$ cat src/rtl/mips_pkg.sv
// Shared definitions for the MIPS instruction fetch stage: fetch FSM states,
// opcode field position and the default reset PC.
package mips_pkg;

  typedef enum logic [2:0] {
    IDLE = 3'd0,
    REQ  = 3'd1,
    WAIT = 3'd2,
    HOLD = 3'd3,
    HALT = 3'd4
  } fetch_state_e;

  localparam int          OPC_MSB          = 31;
  localparam int          OPC_LSB          = 26;
  localparam logic [31:0] DEFAULT_RESET_PC = 32'h0000_0000;

  // Clears the two byte-offset bits so every fetch address is word aligned.
  function automatic logic [31:0] word_align(input logic [31:0] addr);
    return addr & 32'hFFFF_FFFC;
  endfunction

endpackage

$ cat src/rtl/fetch_pc_reg.sv
// Program counter register: reset to RESET_PC, load on redirect, step by 4.
// Load takes priority over increment; arithmetic wraps modulo 2^32.
module fetch_pc_reg
  import mips_pkg::*;
#(
  parameter logic [31:0] RESET_PC = DEFAULT_RESET_PC
) (
  input  logic        clk,
  input  logic        rst_n,
  input  logic        load_en,
  input  logic [31:0] load_pc,
  input  logic        inc_en,
  output logic [31:0] pc,
  output logic [31:0] pc_next_seq
);

  logic [31:0] pc_q;
  logic [31:0] pc_d;

  assign pc_next_seq = pc_q + 32'd4;
  assign pc          = pc_q;

  always_comb begin
    pc_d = pc_q;
    if (load_en) begin
      pc_d = word_align(load_pc);
    end else if (inc_en) begin
      pc_d = pc_next_seq;
    end
  end

  always_ff @(posedge clk or negedge rst_n) begin
    if (!rst_n) begin
      pc_q <= word_align(RESET_PC);
    end else begin
      pc_q <= pc_d;
    end
  end

endmodule

$ cat src/rtl/inst_fetch.sv
// Instruction fetch stage: one outstanding imem request, sequential PC+4,
// downstream redirects. Build with FETCH_ALIGN_CHK_EN to halt on misaligned targets.
//
// state | meaning
// IDLE  | just out of reset, no request
// REQ   | imem_req high at pc, waiting for imem_ready
// WAIT  | request accepted, waiting for imem_rvalid (drop discards it)
// HOLD  | instruction presented to decode until id_ready
// HALT  | misaligned redirect seen, frozen until reset
module inst_fetch
  import mips_pkg::*;
#(
  parameter logic [31:0] RESET_PC = DEFAULT_RESET_PC
) (
  input  logic        clk,
  input  logic        rst_n,
  output logic        imem_req,
  output logic [31:0] imem_addr,
  input  logic        imem_ready,
  input  logic        imem_rvalid,
  input  logic [31:0] imem_rdata,
  output logic        inst_valid,
  output logic [31:0] inst,
  output logic [5:0]  opcode,
  output logic [31:0] inst_pc,
  output logic [31:0] pc_plus4,
  input  logic        id_ready,
`ifdef FETCH_ALIGN_CHK_EN
  output logic        fetch_misalign,
`endif
  input  logic        redirect_valid,
  input  logic [31:0] redirect_target
);

  fetch_state_e state_q, state_d;
  logic         drop_q, drop_d;
  logic         inst_valid_q, inst_valid_d;
  logic [31:0]  inst_q, inst_d;
  logic [31:0]  inst_pc_q, inst_pc_d;
  logic [31:0]  pc_plus4_q, pc_plus4_d;
  logic         redir_act;
  logic         pc_load;
  logic         pc_inc;
  logic [31:0]  pc;
  logic [31:0]  pc_seq;
`ifdef FETCH_ALIGN_CHK_EN
  logic         misalign_q, misalign_d;
`endif

  fetch_pc_reg #(.RESET_PC(RESET_PC)) u_pc (
    .clk         (clk),
    .rst_n       (rst_n),
    .load_en     (pc_load),
    .load_pc     (redirect_target),
    .inc_en      (pc_inc),
    .pc          (pc),
    .pc_next_seq (pc_seq)
  );

  assign redir_act = redirect_valid && (state_q != IDLE) && (state_q != HALT);

  always_comb begin
    state_d      = state_q;
    drop_d       = drop_q;
    inst_valid_d = inst_valid_q;
    inst_d       = inst_q;
    inst_pc_d    = inst_pc_q;
    pc_plus4_d   = pc_plus4_q;
    pc_load      = 1'b0;
    pc_inc       = 1'b0;
`ifdef FETCH_ALIGN_CHK_EN
    misalign_d   = misalign_q;
`endif
    case (state_q)
      IDLE: state_d = REQ;
      REQ: begin
        if (imem_ready) begin
          state_d = WAIT;
          drop_d  = redir_act;
        end
      end
      WAIT: begin
        if (imem_rvalid) begin
          state_d = REQ;
          drop_d  = 1'b0;
          if (!drop_q && !redir_act) begin
            inst_d       = imem_rdata;
            inst_pc_d    = pc;
            pc_plus4_d   = pc_seq;
            inst_valid_d = 1'b1;
            pc_inc       = 1'b1;
            state_d      = HOLD;
          end
        end else if (redir_act) begin
          drop_d = 1'b1;
        end
      end
      HOLD: begin
        if (id_ready || redir_act) begin
          inst_valid_d = 1'b0;
          state_d      = REQ;
        end
      end
      HALT: state_d = HALT;
      default: state_d = IDLE;
    endcase
    // A redirect squashes whatever is held; the state-specific part is above.
    if (redir_act) begin
      pc_load      = 1'b1;
      inst_valid_d = 1'b0;
`ifdef FETCH_ALIGN_CHK_EN
      if (redirect_target[1:0] != 2'b00) begin
        misalign_d = 1'b1;
        drop_d     = 1'b0;
        state_d    = HALT;
      end
`endif
    end
  end

  always_ff @(posedge clk or negedge rst_n) begin
    if (!rst_n) begin
      state_q      <= IDLE;
      drop_q       <= 1'b0;
      inst_valid_q <= 1'b0;
      inst_q       <= 32'h0;
      inst_pc_q    <= 32'h0;
      pc_plus4_q   <= 32'h0;
    end else begin
      state_q      <= state_d;
      drop_q       <= drop_d;
      inst_valid_q <= inst_valid_d;
      inst_q       <= inst_d;
      inst_pc_q    <= inst_pc_d;
      pc_plus4_q   <= pc_plus4_d;
    end
  end

`ifdef FETCH_ALIGN_CHK_EN
  always_ff @(posedge clk or negedge rst_n) begin
    if (!rst_n) begin
      misalign_q <= 1'b0;
    end else begin
      misalign_q <= misalign_d;
    end
  end

  assign fetch_misalign = misalign_q;
`endif

  assign imem_req   = (state_q == REQ);
  assign imem_addr  = pc;
  assign inst_valid = inst_valid_q;
  assign inst       = inst_q;
  assign opcode     = inst_q[OPC_MSB:OPC_LSB];
  assign inst_pc    = inst_pc_q;
  assign pc_plus4   = pc_plus4_q;

endmodule

$ cat config.mk
export PLATFORM = sky130hd
export DESIGN_NAME = inst_fetch
export DESIGN_NICKNAME = d
export VERILOG_FILES = /design/src/rtl/mips_pkg.sv /design/src/rtl/fetch_pc_reg.sv /design/src/rtl/inst_fetch.sv
export SDC_FILE = /design/constraint.sdc
export NUM_CORES = 1
export LEC_CHECK = 0
export BUFFER_PORTS_ARGS = -buffer_cell sky130_fd_sc_hd__buf_2
export CORE_UTILIZATION = 50
export CTS_CLUSTER_SIZE = 40
export DETAILED_ROUTE_END_ITERATION = 8
export PLACE_DENSITY = 0.83
export SLEW_MARGIN = 20
export SYNTH_ARGS = -nofsm -noshare
export SYNTH_HDL_FRONTEND = slang
export SYNTH_HIERARCHICAL = 1
export SYNTH_SLANG_ARGS = --single-unit
$ cat constraint.sdc
create_clock -name clk -period 8.02 [get_ports clk]
set_input_delay 0.401 -clock clk [delete_from_list [all_inputs] [get_ports clk]]
set_output_delay 0.401 -clock clk [all_outputs]
set_load 0.1 [all_outputs]
# After elaboration in Yosys (flattened, before gate mapping)
# Cells that the tools add are included.
# word_totals
reg_bits,133
in_bits,70
out_inout_bits,136
word_cells,54
# op_classes
n_addsub,1
eq_ne,11
mux,20
n_reduce_logical,15
# op_table
cell,count
2-to-1 mux 32 bit,2
adder 32 x 3 -> 32 bit (second input constant),1
case mux 3 bit (5 select lines),1
!= test 3 bit (second input constant),4
2-to-1 mux 1 bit,11
2-to-1 mux 3 bit,3
AND reduction 3 bit,3
equality test 3 x 2 -> 1 bit (second input constant),2
nonzero test 3 bit,2
!= test 2 bit (second input constant),2
case mux 1 bit (2 select lines),2
AND reduction 4 bit,1
nonzero test 2 bit,2
equality test 3 x 1 -> 1 bit (second input constant),1
equality test 3 bit (second input constant),1
logical AND 1 bit,3
zero test 3 bit,1
zero test 1 bit,2
2-to-1 mux 2 bit,1
!= test 2 x 1 -> 1 bit (second input constant),1
logical OR 1 bit,1

# Longest topological paths before layout
# Gate-level depths: netlist (run 1).
# logic_depth
depth_word,10
ltp_mapped,10
ltp_nobuf,7

# Hierarchy
# The synthesis (run 1) kept the hierarchy.
# modules_own_cells
mod,n_inst,cells_each,area_per_inst_um2,seq_area_each_um2
inst_fetch,1,236,3935.0,2527.4
fetch_pc_reg,1,282,2283.4,750.7

# Worst setup path before layout (run 1)
# OpenSTA, ideal clock, no wires.
# synth_path
path_kind,reg-to-output
startpoint,register state_q[2]
endpoint,output port imem_req
arrival_ns,2.646
required_time_ns,7.619
path_slack_ns,4.973
path_stages_with_launch,2
path_buffers,0
path_cell_list,dfrtp_1 -> nor3b_1
# synth_between
elab_chain_len,1
# synth_rtl
item,line_no,source
from (decl),inst_fetch.sv:35,"fetch_state_e state_q, state_d;"
from (signal assigned),inst_fetch.sv:130,state_q <= state_d;
equality test 3 x 1 -> 1 bit,inst_fetch.sv:151,assign imem_req = (state_q == REQ);
to (decl),inst_fetch.sv:17,"output logic imem_req,"
# Every way passes these cells.

# Worst setup path in the final report (run 1)
# layout_path
startpoint,register state_q[0]
endpoint,"register u_pc.pc_q[17], in the netlist u_pc/pc[17]"
# layout_between
elab_chain_len,9
word_cells_on_any_way,13
classes_between,2 x eq/ne; 5 x mux; 6 x reduce/logical
# layout_rtl
item,line_no,source
nonzero test 3 bit,inst_fetch.sv:60,assign redir_act = redirect_valid && (state_q != IDLE) && (state_q != HALT);
logical AND 1 bit (2 in a row),inst_fetch.sv:60,
zero test 1 bit,inst_fetch.sv:86,if (!drop_q && !redir_act) begin
logical AND 1 bit,inst_fetch.sv:86,
2-to-1 mux 1 bit,inst_fetch.sv:86,
2-to-1 mux 1 bit,inst_fetch.sv:83,if (imem_rvalid) begin
2-to-1 mux 1 bit *,inst_fetch.sv:74,case (state_q)
via pc_inc,inst_fetch.sv:43,logic pc_inc;
nonzero test 2 bit (no line) *,n/a,
to (signal assigned),fetch_pc_reg.sv:34,pc_q <= word_align(RESET_PC);
to (signal assigned),fetch_pc_reg.sv:36,pc_q <= pc_d;
to (decl),fetch_pc_reg.sv:17,logic [31:0] pc_q;
# Mark *: on every way through the listed nets, which the timed path passes. The rest lies on a longest branch.
# A chain may end at the register's enable or synchronous reset.

==> run metrics, run 1 <==
status finished, final reports clean; metal3 WL 1240 um; Die Area 12900 sq um; top_reg_cell synth dfrtp_1; Reg clk slew, reported paths 0.06 ns; Clock Sinks 131; Finish-stage setup viols 0; Die H 114 um; I/O pin count 206; GRT overflow 0; layout cell share with drive strength beyond 1 47.3%; Synth Area in XOR/XNOR 5.63%; CTS buffer count 17; FFs w/ async S/R, synth 100%; Top cell by count, worst path or4_1; WL final 15600 um; Slew HR 34.9%; Setup crit end kind register; register area 3280 sq um; Adder-Cell Fraction of Synth Area 0.201%; critical path's largest stage delay 0.74 ns; clock root cell clkbuf_16; worst path arrival time 4.04 ns; Critical Path Fanout Max 48; Mean Syn Cell Area 12.0 sq um; standard-cell rows 40; Slowest-stage cell, CP or4_4; Clock Skews 0.00709 ns; H-tree levels 4; Yosys cell types 45; post-synthesis mux area share 18.6%; Post-synth EDFFs 0; share of the synthesized area in the top cell type 52.7%; initial antenna violation count 1; vias in the first global route 4807; global-route wire length before repair 24500 um; sequential fraction of the synthesis area 52.7%; Ys Warns 6; Vias 4853; Worst setup SP type register; largest cells by area after synthesis dfrtp_1, mux2_2, mux2_4, xnor2_1, xor2_1; RSZ-0062 raised after global routing false; post-DR wirelength/cell 17.7 um; Routed Antenna Nets 0; Final period util 46.0%; fillers 900; simple-gate share of the synthesized area 12.8%; flop and latch count out of synthesis 131; final setup TNS 0 ns; clock latency on the worst-skew pair 0.42 ns; most common cell in the netlist dfrtp_1; DRT iter0 DRCs 255; # resized after CTS 0; router iterations before antenna repair 5; Worst-Margin Slew 0.968 ns; Post-Syn Area 6220 sq um; CP Class register to register; GPL Wtd Cong 0.821; Final Critical Period 3.69 ns; Post-synth top cells dfrtp_1, mux2_2, nand2_1; core footprint 12100 sq um; Syn Inst Count 518; Area Overhead vs Synth 25.7%; clock tree buffer depth 2; Vias/cell 5.51; # DRC 0; Compound-Gate Fraction of Synth Area 5.41%; cells along the critical path nand3b_1, or4_4, inv_1, nand4_1, or4_1, or4_1, nand3_1; largest net degree at the start of global routing 74; Die W 114 um; Inserted Diodes 0; Worst EP required 8.37 ns; # nets final 771; dpl hpwl 10800 um; Total Routing Usage GR 24.6%; Max-Cap Viols 0; Routed met1 length 6600 um; Multi-input gate area 2680 sq um; Initial Utilization 51.6%; # port buffers 201; WL met2 7370 um; Final Hold Viols 0; Slew Viols, Final 0; Peak Freq 0.271 GHz; combinational family with the most area after synthesis multiplexers; Yosys top cell by area dfrtp_1; Hold Crit Class primary input to register; highest routed layer met5; CTS tree yes
==> metrics by stage <==
step           utilization [%]  instances  instance area, sq um  hold WS [ns]  setup WS (ns)
5_1_grt                   64.8        881                  7820         0.189           4.06
4_1_cts                   64.8        881                  7820         0.178           4.39
6_report                  64.8        881                  7820         0.193           4.33
3_5_place_dp              59.9        848                  7220         0.398           4.41
2_1_floorplan                -        521                  6230         0.105           4.97
3_3_place_gp              59.9        848                  7220         0.384           4.54
==> registers in the layout, summed over array words and instances (netlist names) <==
name	flops
drop_q	1
inst	32
state_q	3
pc_plus4	32
u_pc/pc	30
inst_valid	1
inst_pc	32
==> metal layers <==
metal  vias up  GRT usage, %
li1       2211             -
met1      2371          30.4
met2       235          40.0
met3        34          7.33
met4         2          11.0
met5         -             0
==> logic make-up after synthesis <==
family                   Yosys count
buffers and inverters             51
multiplexers                      97
other                              1
AND/OR/NAND/NOR                  144
XOR/XNOR                          40
adder cells (fa/ha/maj)            1
flip-flops                       131
AO/OA/AOI/OAI                     53
==> cells in the final DEF (no fill, tap or decap), types with 14 or more instances in the layout <==
cell type  netlist  layout
mux2_4          18      18
nand4_1         15      15
xnor2_1         26      26
nor2_1          24      24
xor2_1          14      14
dfrtp_1        131     131
mux2_2          78      78
buf_2           11     200
a31oi_1         14      14
or4_1           15      14
o21ai_0         18      18
nand3_1         22      22
nand2_1         31      31
clkbuf_16        0      17
==> critical path, delay by kind of cell (launching register included) <==
family                 cells  cell delay [ns]
buffers and inverters      1             0.59
flip-flops                 1             0.45
AND/OR/NAND/NOR            6             2.53
==> layout make-up <==
type | instances | share of cell area, %
flip-flops and latches | 131 | 41.9
clock inverters | 13 | 1.73
multi-input cells | 339 | 34.2
well taps | 168 | 2.69
repair buffers | 205 | 13.4
inverters | 6 | 0.288
clock buffers | 19 | 5.79
==> path summary, 6_finish.rpt <==
kind                       slack [ns]                      end  cells past startpoint                    from
min in group asynchronous        0.50     inst[11]$_DFFE_PN0P_                      2                   rst_n
setup / recovery                 4.33  u_pc/pc[17]$_DFFE_PN0N_                      7  state_q[0]$_DFFE_PN0P_
hold reg to reg                  0.50      inst[7]$_DFFE_PN0P_                      1     inst[7]$_DFFE_PN0P_
setup reg to reg                 4.33  u_pc/pc[17]$_DFFE_PN0N_                      7  state_q[0]$_DFFE_PN0P_
hold / removal                   0.19  u_pc/pc[14]$_DFFE_PN0N_                      2     redirect_target[14]
max in group asynchronous        6.18     inst[25]$_DFFE_PN0P_                      3                   rst_n
==> timing repair <==
action / CTS / global route
hold buffers: 1 / 0
hold endpoints to repair: 58 / 0
buffers inserted: 0 / 0
Power of run 1 is not shown: default switching activity piles up to over one toggle a cycle in this logic, so the estimate is an artifact.
==> run 2, diff against run 1 <==
--- a/config.mk
+++ b/config.mk
@@ -5,11 +5,12 @@
 export SDC_FILE = /design/constraint.sdc
 export NUM_CORES = 1
 export LEC_CHECK = 0
+export ABC_AREA = 1
 export BUFFER_PORTS_ARGS = -buffer_cell sky130_fd_sc_hd__buf_2
-export CORE_UTILIZATION = 50
+export CORE_UTILIZATION = 46
 export CTS_CLUSTER_SIZE = 40
 export DETAILED_ROUTE_END_ITERATION = 8
-export PLACE_DENSITY = 0.83
+export PLACE_DENSITY = 0.81
 export SLEW_MARGIN = 20
 export SYNTH_ARGS = -nofsm -noshare
 export SYNTH_HDL_FRONTEND = slang
==> constraint.sdc (replaced) <==
create_clock -name clk -period 3 [get_ports clk]
set_input_delay 0.15 -clock clk [delete_from_list [all_inputs] [get_ports clk]]
set_output_delay 0.15 -clock clk [all_outputs]
set_load 0.1 [all_outputs]
==> run 2 against run 1 <==
Final area rose by 9.5%. First-iteration DRC count increased by 62%. Maximum frequency up 82%. Critical path depth is 3 higher. Routed wire length up 13%. Synthesized area increased by 0.40%. Sequential share of layout area fell by 3.6 points. Largest cell class unchanged.
==> run metrics, run 2 <==
status finished, final reports clean; Hold Path End u_pc/pc[7]$_DFFE_PN0N_; initial antenna violation count 0 (-1); clock tree buffer depth 2 (unchanged); R2R depth 10 (+3); worst hold path depth 3 (+1); # DRC 0 (unchanged); Critical R2R Launch state_q[0]$_DFFE_PN0P_; standard-cell rows 42 (+5.0%); Post-synth top cells nand2_1, dfrtp_1, nor2_1; Worst EP required 3.36 ns (-5.01 ns); core footprint 13200 sq um (+9.8%); FFs w/ async S/R, synth 100% (unchanged); Post-synth EDFFs 0 (unchanged); clock root cell clkbuf_16; share of the synthesized area in the top cell type 52.5% (-0.21 points); Mean Syn Cell Area 7.99 sq um (-33%); largest cells by area after synthesis dfrtp_1, nand2_1, a22oi_1, nor2_1, inv_1; H-tree levels 4 (unchanged); Reg clk slew, reported paths 0.06 ns (about the same); post-DR wirelength/cell 14.4 um (-19%); Final Hold Viols 0 (unchanged); Worst-Margin Slew 1.05 ns (+0.0778 ns); global-route wire length before repair 28900 um (+18%); Yosys cell types 30 (-33%); Slew Viols, Final 0 (unchanged); Die H 119 um (+4.4%); hold_sp redirect_target[7]; Routed Antenna Nets 0 (unchanged); Syn Inst Count 781 (+51%); Vias 5947 (+23%); Setup crit end kind register; Inserted Diodes 0 (unchanged); Ys Warns 6 (unchanged); GRT overflow 0 (unchanged); reg-to-reg endpoint u_pc/pc[19]$_DFFE_PN0N_; CTS tree yes; Top delay family on crit path simple AND/OR/NAND/NOR gates; commonest non-fill, non-tap cell in the layout nand2_1; placed cells 1132 (+33%); largest net degree at the start of global routing 98 (+32%); Post-CTS Setup Repair Bufs 0 (unchanged); most common cell in the netlist nand2_1; worst hold margin 0.0275 ns (-0.165 ns); # port buffers 201 (unchanged); Max-Cap Viols 0 (unchanged); Initial Utilization 47.1% (-4.4 points); flop and latch count out of synthesis 131 (unchanged); I/O pin count 206 (unchanged); worst path arrival time 2.38 ns (-1.66 ns); vias in the first global route 5867 (+22%); Die W 119 um (+4.4%); leading cell types in the layout, fill and taps excluded nand2_1, buf_2, dfrtp_1, dlygate4sd3_1; Slowest-stage cell, CP dfrtp_1; RSZ-0062 raised after global routing false; CP Class register to register; cells along the critical path inv_2, nand3_2, nor2_4, nand2_4, clkinv_2, inv_1, nor2_2, buf_4, nand3_1, nand2_1; Vias/cell 4.85 (-12%); router iterations before antenna repair 7 (+2); Cell Count, Final, Fillers Out 1226 (+39%); DRT iter0 DRCs 414 (+62%); Peak Freq 0.495 GHz (+82%); Post-Syn Area 6240 sq um (+0.40%); Die Area 14000 sq um (+9.0%); CTS buffer count 17 (unchanged); # nets final 1108 (+44%); sequential fraction of the synthesis area 52.5% (-0.21 points); dpl hpwl 11600 um (+7.7%); layout cell share with drive strength beyond 1 26.5% (-21 points); Slew HR 30.3% (-4.7 points); clock latency on the worst-skew pair 0.42 ns (about the same); critical path's largest stage delay 0.40 ns (-0.34 ns); final setup TNS 0 ns (unchanged); Finish-stage setup viols 0 (unchanged); Clock Sinks 131 (unchanged); R2R Setup Slk 0.98 ns (-3.35 ns); fillers 1111 (+23%); Final period util 67.4% (+21 points); GPL Wtd Cong 0.892 (+8.6%); Total Routing Usage GR 26.3% (+1.7 points); top_reg_cell synth dfrtp_1; Buf/Inv on CP 4 (+3); Yosys top cell by area dfrtp_1; Hold Crit Class primary input to register; WL final 17600 um (+13%); Clock Skews 0.0106 ns (+0.00354 ns); Worst setup SP type register; Final Critical Period 2.02 ns (-1.67 ns); Area Overhead vs Synth 37.2%; Critical Path Fanout Max 18 (-63%)
run 2: changes by cell type in the layout (fill, tap and decap cells not counted), sizes merged, moves of 11 or more:
| cell | previous run | this run |
|---|---|---|
| nor2 | 24 | 51 |
| or4 | 15 | 0 |
| xnor2 | 26 | 3 |
| o21ai | 18 | 7 |
| nand4 | 15 | 2 |
| mux2 | 96 | 0 |
| dlygate4sd3 | 1 | 62 |
| nand2 | 31 | 441 |
| a31oi | 14 | 0 |
| a22oi | 0 | 26 |
| inv | 6 | 36 |
run 2: worst max-delay path by stage:
stage	start	depth (start not counted)	to	slack [ns]
2_1_floorplan	u_pc/pc[3]$_DFFE_PN0N_	10	pc_plus4[22]$_DFFE_PN0P_	0.78
3_3_place_gp	state_q[0]$_DFFE_PN0P_	10	u_pc/pc[19]$_DFFE_PN0N_	1.03
3_5_place_dp	state_q[0]$_DFFE_PN0P_	10	u_pc/pc[19]$_DFFE_PN0N_	1.01
4_1_cts	state_q[0]$_DFFE_PN0P_	10	u_pc/pc[19]$_DFFE_PN0N_	1.01
5_1_grt	state_q[0]$_DFFE_PN0P_	10	u_pc/pc[19]$_DFFE_PN0N_	0.78
6_report	state_q[0]$_DFFE_PN0P_	10	u_pc/pc[19]$_DFFE_PN0N_	0.98
run 2: cell families after synthesis:
group | Yosys count | synth area share (%)
other | 1 | 0.0601
buffers and inverters | 75 | 5.85
adders and majority gates | 1 | 0.200
DFF | 131 | 52.5
and+or+nand+nor | 521 | 34.4
AOI/OAI and AO/OA | 37 | 4.15
xor gates and xnor gates | 15 | 2.83
run 2: per-layer routing:
| layer | GRT usage [%] | vias to the layer above | part of all wire (%) |
|---|---|---|---|
| met3 | 5.98 | 34 | 5.8 |
| met2 | 43.8 | 223 | 49 |
| met5 | 0 | - | 0 |
| met1 | 33.3 | 2786 | 43 |
| li1 | - | 2904 | - |
| met4 | 10.5 | 0 | 2.2 |
run 2: metrics by stage:
stage,worst slack (ns),util [%],instance area [sq um]
floorplan,0.779,-,6250
global placement,1.03,55.5,7350
detailed placement,1.01,55.5,7350
CTS,1.01,64.7,8560
global route,0.780,64.7,8560
finish,0.979,64.7,8560
run 2: tightest hold or removal path: cells and delay by family:
family,cells,cell delay (ns)
buffers and inverters,1,0.08
AO/OA/AOI/OAI,2,0.16
run 2: final cells by class:
cell class	instances	area [sq um]	area share, %
Sequential cell	131	3280	38.3
Multi-Input combinational cell	578	2620	30.6
Timing Repair Buffer	272	1710	20.0
Clock buffer	19	453	5.29
Tap cell	176	220	2.57
Inverter	37	140	1.64
Clock inverter	13	135	1.58
run 2: what timing repair did:
| action | 4_1_cts | 5_1_grt |
|---|---|---|
| hold buffers | 62 | 0 |
| hold endpoints to repair | 115 | 0 |
| resized for setup | 0 | 0 |
Power of run 2 is left out for the same reason.
